[config.mk]
export PLATFORM = sky130hd
export DESIGN_NAME = io_command_engine
export DESIGN_NICKNAME = d
export VERILOG_FILES = /design/src/rtl/io_command_engine.sv
export SDC_FILE = /design/constraint.sdc
export NUM_CORES = 1
export LEC_CHECK = 0
export CAP_MARGIN = 20
export CORE_MARGIN = 3
export CORE_UTILIZATION = 27
export DETAILED_ROUTE_END_ITERATION = 8
export GPL_ROUTABILITY_DRIVEN = 0
export PLACE_DENSITY_LB_ADDON = 0.3
export SLEW_MARGIN = 20
export SYNTH_ARGS = -nofsm -noshare
export SYNTH_HDL_FRONTEND = slang
export SYNTH_SLANG_ARGS = --single-unit
[constraint.sdc]
create_clock -name clk -period 2.8 [get_ports clk]
set_input_delay 0.56 -clock clk [delete_from_list [all_inputs] [get_ports clk]]
set_output_delay 0.56 -clock clk [all_outputs]
set_load 0.05 [all_outputs]
[src/rtl/io_command_engine.sv]
// io_command_engine: queued write/set/clear/toggle/pulse/read executor over BANKS output banks.
// Latency: a command accepted at edge E0 is popped at E1 and updates output_io at E2; reads respond after E2.
// Backpressure: cmd_ready drops while the command FIFO is full; an unaccepted response stalls the queue.
// Optional feature macro: IO_EDGE_CAPTURE_EN (sticky rising-edge capture returned by READ_IN).
module io_command_engine #(
  parameter int BANKS      = 4,
  parameter int BANK_WIDTH = 8,
  parameter int FIFO_DEPTH = 4,
  parameter int WORD_SIZE  = 32,
  parameter logic [BANKS*BANK_WIDTH-1:0] OUT_RESET = '0,
  parameter int BS         = $clog2(BANKS),
  parameter int LW         = $clog2(FIFO_DEPTH+1)
) (
  input  logic                        clk,
  input  logic                        rst,
  input  logic                        cmd_valid,
  output logic                        cmd_ready,
  input  logic [2:0]                  cmd_op,
  input  logic [BS-1:0]               cmd_bank,
  input  logic [BANK_WIDTH-1:0]       cmd_data,
  input  logic [15:0]                 cmd_arg,
  input  logic [BANKS*BANK_WIDTH-1:0] input_io,
  output logic [BANKS*BANK_WIDTH-1:0] output_io,
  output logic                        valid_io,
  output logic                        resp_valid,
  input  logic                        resp_ready,
  output logic [WORD_SIZE-1:0]        resp_data,
  output logic                        busy,
  output logic [LW-1:0]               fifo_level,
  output logic                        bank_err
);

  localparam int NW = BANKS * BANK_WIDTH;
  localparam int AW = $clog2(FIFO_DEPTH);

  typedef enum logic [2:0] {
    OP_NOP      = 3'd0,
    OP_WRITE    = 3'd1,
    OP_SET      = 3'd2,
    OP_CLEAR    = 3'd3,
    OP_TOGGLE   = 3'd4,
    OP_READ_IN  = 3'd5,
    OP_PULSE    = 3'd6,
    OP_READ_OUT = 3'd7
  } op_e;

  typedef enum logic [1:0] {
    S_IDLE  = 2'd0,
    S_EXEC  = 2'd1,
    S_PULSE = 2'd2,
    S_RESP  = 2'd3
  } state_e;

  typedef struct packed {
    logic [2:0]            op;
    logic [BS-1:0]         bank;
    logic [BANK_WIDTH-1:0] data;
    logic [15:0]           arg;
  } cmd_t;

  state_e                state;
  cmd_t                  cur;
  logic [NW-1:0]         out_q;
  logic [15:0]           pulse_cnt;

  // ---------------------------------------------------------------- command FIFO
  cmd_t                  fifo_mem [FIFO_DEPTH];
  logic [AW-1:0]         wr_ptr;
  logic [AW-1:0]         rd_ptr;
  logic [LW-1:0]         level_q;
  logic                  fifo_full;
  logic                  fifo_vld;
  logic                  push;
  logic                  pop;
  cmd_t                  push_dat;

  assign fifo_full = (level_q == LW'(FIFO_DEPTH));
  assign fifo_vld  = (level_q != '0);
  // full blocks a push even when a pop happens the same cycle
  assign push      = cmd_valid && !fifo_full;
  assign pop       = (state == S_IDLE) && fifo_vld;
  assign push_dat  = {cmd_op, cmd_bank, cmd_data, cmd_arg};

  // FIFO pointers and occupancy count
  always_ff @(posedge clk or negedge rst) begin
    if (!rst) begin
      wr_ptr  <= '0;
      rd_ptr  <= '0;
      level_q <= '0;
    end else begin
      if (push) wr_ptr <= wr_ptr + AW'(1);
      if (pop)  rd_ptr <= rd_ptr + AW'(1);
      if (push && !pop)      level_q <= level_q + LW'(1);
      else if (!push && pop) level_q <= level_q - LW'(1);
    end
  end

  // FIFO storage; contents are only read when the count says they are valid
  always_ff @(posedge clk) begin
    if (push) fifo_mem[wr_ptr] <= push_dat;
  end

  // ---------------------------------------------------------------- input synchroniser
  logic [NW-1:0] sync1;
  logic [NW-1:0] sync2;
  logic [NW-1:0] in_src;

  // two-flop synchroniser on every pad input bit
  always_ff @(posedge clk or negedge rst) begin
    if (!rst) begin
      sync1 <= '0;
      sync2 <= '0;
    end else begin
      sync1 <= input_io;
      sync2 <= sync1;
    end
  end

  // ---------------------------------------------------------------- bank selection
  logic [31:0]           bank_idx;
  logic                  bank_ok;
  logic [BANK_WIDTH-1:0] bank_out;
  logic [BANK_WIDTH-1:0] bank_in;
  logic [BANK_WIDTH-1:0] bank_next;
  logic [BANK_WIDTH-1:0] wr_val;
  logic [NW-1:0]         out_d;

  assign bank_idx = 32'(cur.bank);
  assign bank_ok  = (bank_idx < 32'(BANKS));

  // pick the addressed bank out of the output and input vectors
  always_comb begin
    bank_out = '0;
    bank_in  = '0;
    for (int b = 0; b < BANKS; b++) begin
      if (bank_idx == 32'(b)) begin
        bank_out = out_q[b*BANK_WIDTH +: BANK_WIDTH];
        bank_in  = in_src[b*BANK_WIDTH +: BANK_WIDTH];
      end
    end
  end

  // new bank value for the current opcode; PULSE state undoes the mask
  always_comb begin
    bank_next = bank_out;
    case (cur.op)
      OP_WRITE:            bank_next = cur.data;
      OP_SET:              bank_next = bank_out | cur.data;
      OP_CLEAR:            bank_next = bank_out & ~cur.data;
      OP_TOGGLE, OP_PULSE: bank_next = bank_out ^ cur.data;
      default:             bank_next = bank_out;
    endcase
    wr_val = (state == S_PULSE) ? (bank_out ^ cur.data) : bank_next;
  end

  // full output vector with only the addressed bank replaced
  always_comb begin
    out_d = out_q;
    for (int b = 0; b < BANKS; b++) begin
      if (bank_idx == 32'(b)) out_d[b*BANK_WIDTH +: BANK_WIDTH] = wr_val;
    end
  end

  // ---------------------------------------------------------------- optional edge capture
`ifdef IO_EDGE_CAPTURE_EN
  logic [NW-1:0] sync3;
  logic [NW-1:0] cap_q;
  logic [NW-1:0] cap_clr;

  // READ_IN of a valid bank clears that bank's captured bits in EXEC
  always_comb begin
    cap_clr = '0;
    if (state == S_EXEC && cur.op == OP_READ_IN && bank_ok) begin
      for (int b = 0; b < BANKS; b++) begin
        if (bank_idx == 32'(b)) cap_clr[b*BANK_WIDTH +: BANK_WIDTH] = '1;
      end
    end
  end

  // sticky rising-edge flags; a new edge wins over a same-cycle clear
  always_ff @(posedge clk or negedge rst) begin
    if (!rst) begin
      sync3 <= '0;
      cap_q <= '0;
    end else begin
      sync3 <= sync2;
      cap_q <= (cap_q & ~cap_clr) | (sync2 & ~sync3);
    end
  end

  assign in_src = cap_q;
`else
  assign in_src = sync2;
`endif

  // ---------------------------------------------------------------- control FSM
  // pop, execute, time pulses and hold responses until the sender takes them
  always_ff @(posedge clk or negedge rst) begin
    if (!rst) begin
      state      <= S_IDLE;
      cur        <= '0;
      out_q      <= OUT_RESET;
      valid_io   <= 1'b0;
      resp_valid <= 1'b0;
      resp_data  <= '0;
      bank_err   <= 1'b0;
      pulse_cnt  <= '0;
    end else begin
      valid_io <= 1'b0;
      case (state)
        S_IDLE: begin
          if (fifo_vld) begin
            cur   <= fifo_mem[rd_ptr];
            state <= S_EXEC;
          end
        end
        S_EXEC: begin
          state <= S_IDLE;
          if (!bank_ok) begin
            bank_err <= 1'b1;
          end else begin
            case (cur.op)
              OP_NOP: ;
              OP_READ_IN: begin
                resp_data  <= WORD_SIZE'(bank_in);
                resp_valid <= 1'b1;
                state      <= S_RESP;
              end
              OP_READ_OUT: begin
                resp_data  <= WORD_SIZE'(bank_out);
                resp_valid <= 1'b1;
                state      <= S_RESP;
              end
              OP_PULSE: begin
                out_q     <= out_d;
                valid_io  <= 1'b1;
                pulse_cnt <= (cur.arg == 16'd0) ? 16'd0 : cur.arg - 16'd1;
                state     <= S_PULSE;
              end
              default: begin
                out_q    <= out_d;
                valid_io <= 1'b1;
              end
            endcase
          end
        end
        S_PULSE: begin
          if (pulse_cnt == 16'd0) begin
            out_q    <= out_d;
            valid_io <= 1'b1;
            state    <= S_IDLE;
          end else begin
            pulse_cnt <= pulse_cnt - 16'd1;
          end
        end
        S_RESP: begin
          if (resp_ready) begin
            resp_valid <= 1'b0;
            state      <= S_IDLE;
          end
        end
        default: state <= S_IDLE;
      endcase
    end
  end

  assign output_io  = out_q;
  assign cmd_ready  = !fifo_full;
  assign fifo_level = level_q;
  assign busy       = (state != S_IDLE) || fifo_vld;

endmodule

==> metrics.txt <==
Period minus WS final 2.573 ns; Startpoint Class flop; status finished, final reports clean; sequential share of power 0.344; Post-Syn Instances 754; vias in the first global route 6847; Boundary Pins 137; Wirelength per Cell 17.12 um; synth top area cells dfrtp_1, edfxtp_1, mux4_2; Hold Crit Class flop to flop; synthesis-stage register bit count 276; H-tree levels 1; placed cells 1443; max_cap viols 0; drt total wl 25710 um; DPL Wire Length 17730 um; met1 Use GR 0.1577; Worst setup EP type output pin; Psw 7.060 mW; Int Power 11.50 mW; crit path kind flop to output pin; first-pass GRT wire length 40930 um; first drt pass iteration count 5; Starting Density 0.2740; largest net degree at the start of global routing 59; Tot GR Track Use 0.1115; EDFF count, synth 116; area leader, netlist dfrtp_1; sequential-to-total area share from yosys stat 0.6316; Synth Cell Area 11860 um2; grt total ovfl 0; CP startpoint state[0]; layout cells sized above 1 0.2282; root buffer cell clkbuf_16; switch share 0.3804; Cell Pwr Density 1259 nW/um2; grt met2 use 0.1756; slew at the pin closest to its max-slew limit 0.7512 ns; Core Footprint 43270 um2; FMAX 0.3887 GHz; die span in y 215.5 um; Synth async-reset ratio 0.5797; Critical Path Max Stage Delay 0.40 ns; synth warn 0; crit-path leading delay family buffers and inverters; DR iter-0 viols 375; nets 979; Yosys cell types 75; initial antenna violation count 4; M3 GR Usage 0.02394; clock buffer count from CTS 31; Max rail drop VDD 0.0007382 V; Layout area overhead 24.39%; hold path startpoint sync1[20]; worst setup margin 0.2273 ns; IO buf count 111; crit path buf inv count 2; Sink Count 276; residual DRC count 0; Clock Path Buffers 3; grt peak-use layer met2; PnR Total Power 18.56 mW; fin. max-slew vios 0; Non-Filler Instances 1502; Slowest-stage cell, CP dfrtp_1; R2R Path Start bank_idx[1]; Req. time, crit path 2.24 ns; post-route ant nets 0; Final period util 0.9188; Setup violations, final 0; die area 46460 um2; post-synthesis area per instance 15.72 um2; routed vias 6616; critical path arrival 2.01 ns; Synth top area share 0.3377; Worst-Skew Late Latency 0.55 ns; main flop type after synthesis dfrtp_1; Vias/cell 4.405; Max-Slew Margin vs Limit 0.4946; setup TNS 0 ns; CTS tree yes; CP Cell Sequence inv_1, ha_1, nand3b_1, buf_4; Worst-path clk slew 0.06 ns; Logic pwr share 0.434; die span in x 215.5 um; Clk pwr share 0.222; Crit Path Max Fanout 4; final hold violations 0; clk_skew 0.009597 ns; P_leak 5.699 nW; RSZ-0062 raised after global routing no; pre-CTS WS 0.2488 ns; Rows 76
[layer usage]
layer | share of wire | vias to the layer above
met5 | 0.00043 | -
met4 | 0.021 | 2
met3 | 0.052 | 39
met2 | 0.46 | 149
met1 | 0.46 | 3336
li1 | - | 3090
[power by group through the flow]
stage	sequential (mW)	combinational [mW]	clock, mW
after floorplan	7.07	5.02	0
after global placement	6.44	8.05	0
after detailed placement	6.47	8.16	0
after CTS	6.40	8.19	4.26
after global routing	6.56	8.80	4.43
final	6.39	8.05	4.13
[stage by stage]
| step | hold WS, ns | cell area [um2] | utilization |
|---|---|---|---|
| detailed placement | 0.3347 | 13680 | 0.3162 |
| global placement | 0.3321 | 13680 | 0.3162 |
| finish | 0.3415 | 14750 | 0.3408 |
| global route | 0.3530 | 14740 | 0.3408 |
| floorplan | 0.2644 | 11950 | - |
| CTS | 0.3448 | 14740 | 0.3408 |
[placed cells by master, fill, tap and decap left out, types with 6 or more instances in the layout]
cell type	count
mux2i_1	17
dfrtp_1	159
clkbuf_1	7
o211ai_1	7
clkbuf_16	31
mux4_2	42
inv_1	23
xnor2_1	13
nor3_1	6
mux2_2	48
o21bai_1	6
clkdlybuf4s50_1	108
conb_1	25
xor2_1	6
a211oi_1	6
nor4_1	7
mux2_4	16
nand3_1	14
a21oi_1	17
buf_4	28
nand2_1	38
ha_1	21
o21ai_0	18
edfxtp_1	116
nor2_1	19
[state kept, by name (all words and copies together), names as in the netlist, 2 cells and up]
| signal | count |
|---|---|
| rd_ptr | 2 |
| sync1 | 32 |
| output_io | 32 |
| in_src | 32 |
| resp_data | 8 |
| state | 2 |
| fifo_level | 3 |
| cur | 27 |
| bank_idx | 2 |
| pulse_cnt | 16 |
| fifo_mem | 116 |
| wr_ptr | 2 |
[synthesized netlist by cell type (all sizes together), types with 3 or more instances]
cell / n
clkbuf: 11
nand2b: 3
nor2: 19
mux2i: 17
ha: 21
o21bai: 6
nor3: 9
nand3b: 3
mux2: 64
o31ai: 7
and3: 6
xnor2: 13
xor2: 6
o211ai: 8
a21oi: 17
edfxtp: 116
nand4: 4
inv: 23
or3: 4
or4: 5
o221ai: 8
a21o: 3
nor4: 8
and2: 3
nand2: 38
buf: 50
dfrtp: 160
a22oi: 3
o21ai: 20
nand4b: 3
nand3: 14
a211oi: 6
mux4: 44
nor2b: 3
[cells by family (layout without fill, tap and decap cells)]
kind of cell             Yosys count  after routing  synth area share
flip-flops                       276            276            0.6316
AND/OR/NAND/NOR                  129            129           0.06459
multiplexers                     125            125            0.1644
AO/OA/AOI/OAI                     98             98           0.06153
buffers and inverters             84            222           0.03968
adder cells (fa/ha/maj)           22             22           0.02385
XOR/XNOR                          19             19           0.01404
other                              1             26         0.0003163
[cell type report]
cell class,count,area (um2)
Fill cell,4187,28520
Sequential cell,276,7488
Multi-Input combinational cell,418,4001
Timing Repair Buffer,142,1381
Clock buffer,43,870.8
Tap cell,585,732.0
Clock inverter,14,183.9
Inverter,23,86.33
Antenna cell,1,2.502
[repair_timing]
action | in CTS | in global routing
setup endpoints to repair | 1 | 0
hold buffers | 1 | 0
endpoints found under the hold margin | 56 | 0
resized for setup | 1 | 0
buffers inserted | 0 | 0
[final timing paths]
check | endpoint | slack (ns) | cells after the start
hold / removal | in_src[20] | 0.34 | 0
hold reg to reg | in_src[20] | 0.34 | 0
min in group asynchronous | in_src[0] | 0.54 | 2
max in group asynchronous | wr_ptr[1] | 1.56 | 3
setup reg to reg | output_io[4] | 0.35 | 7
setup / recovery | busy | 0.23 | 4
Note: power is estimated with default switching activity, not from simulation.
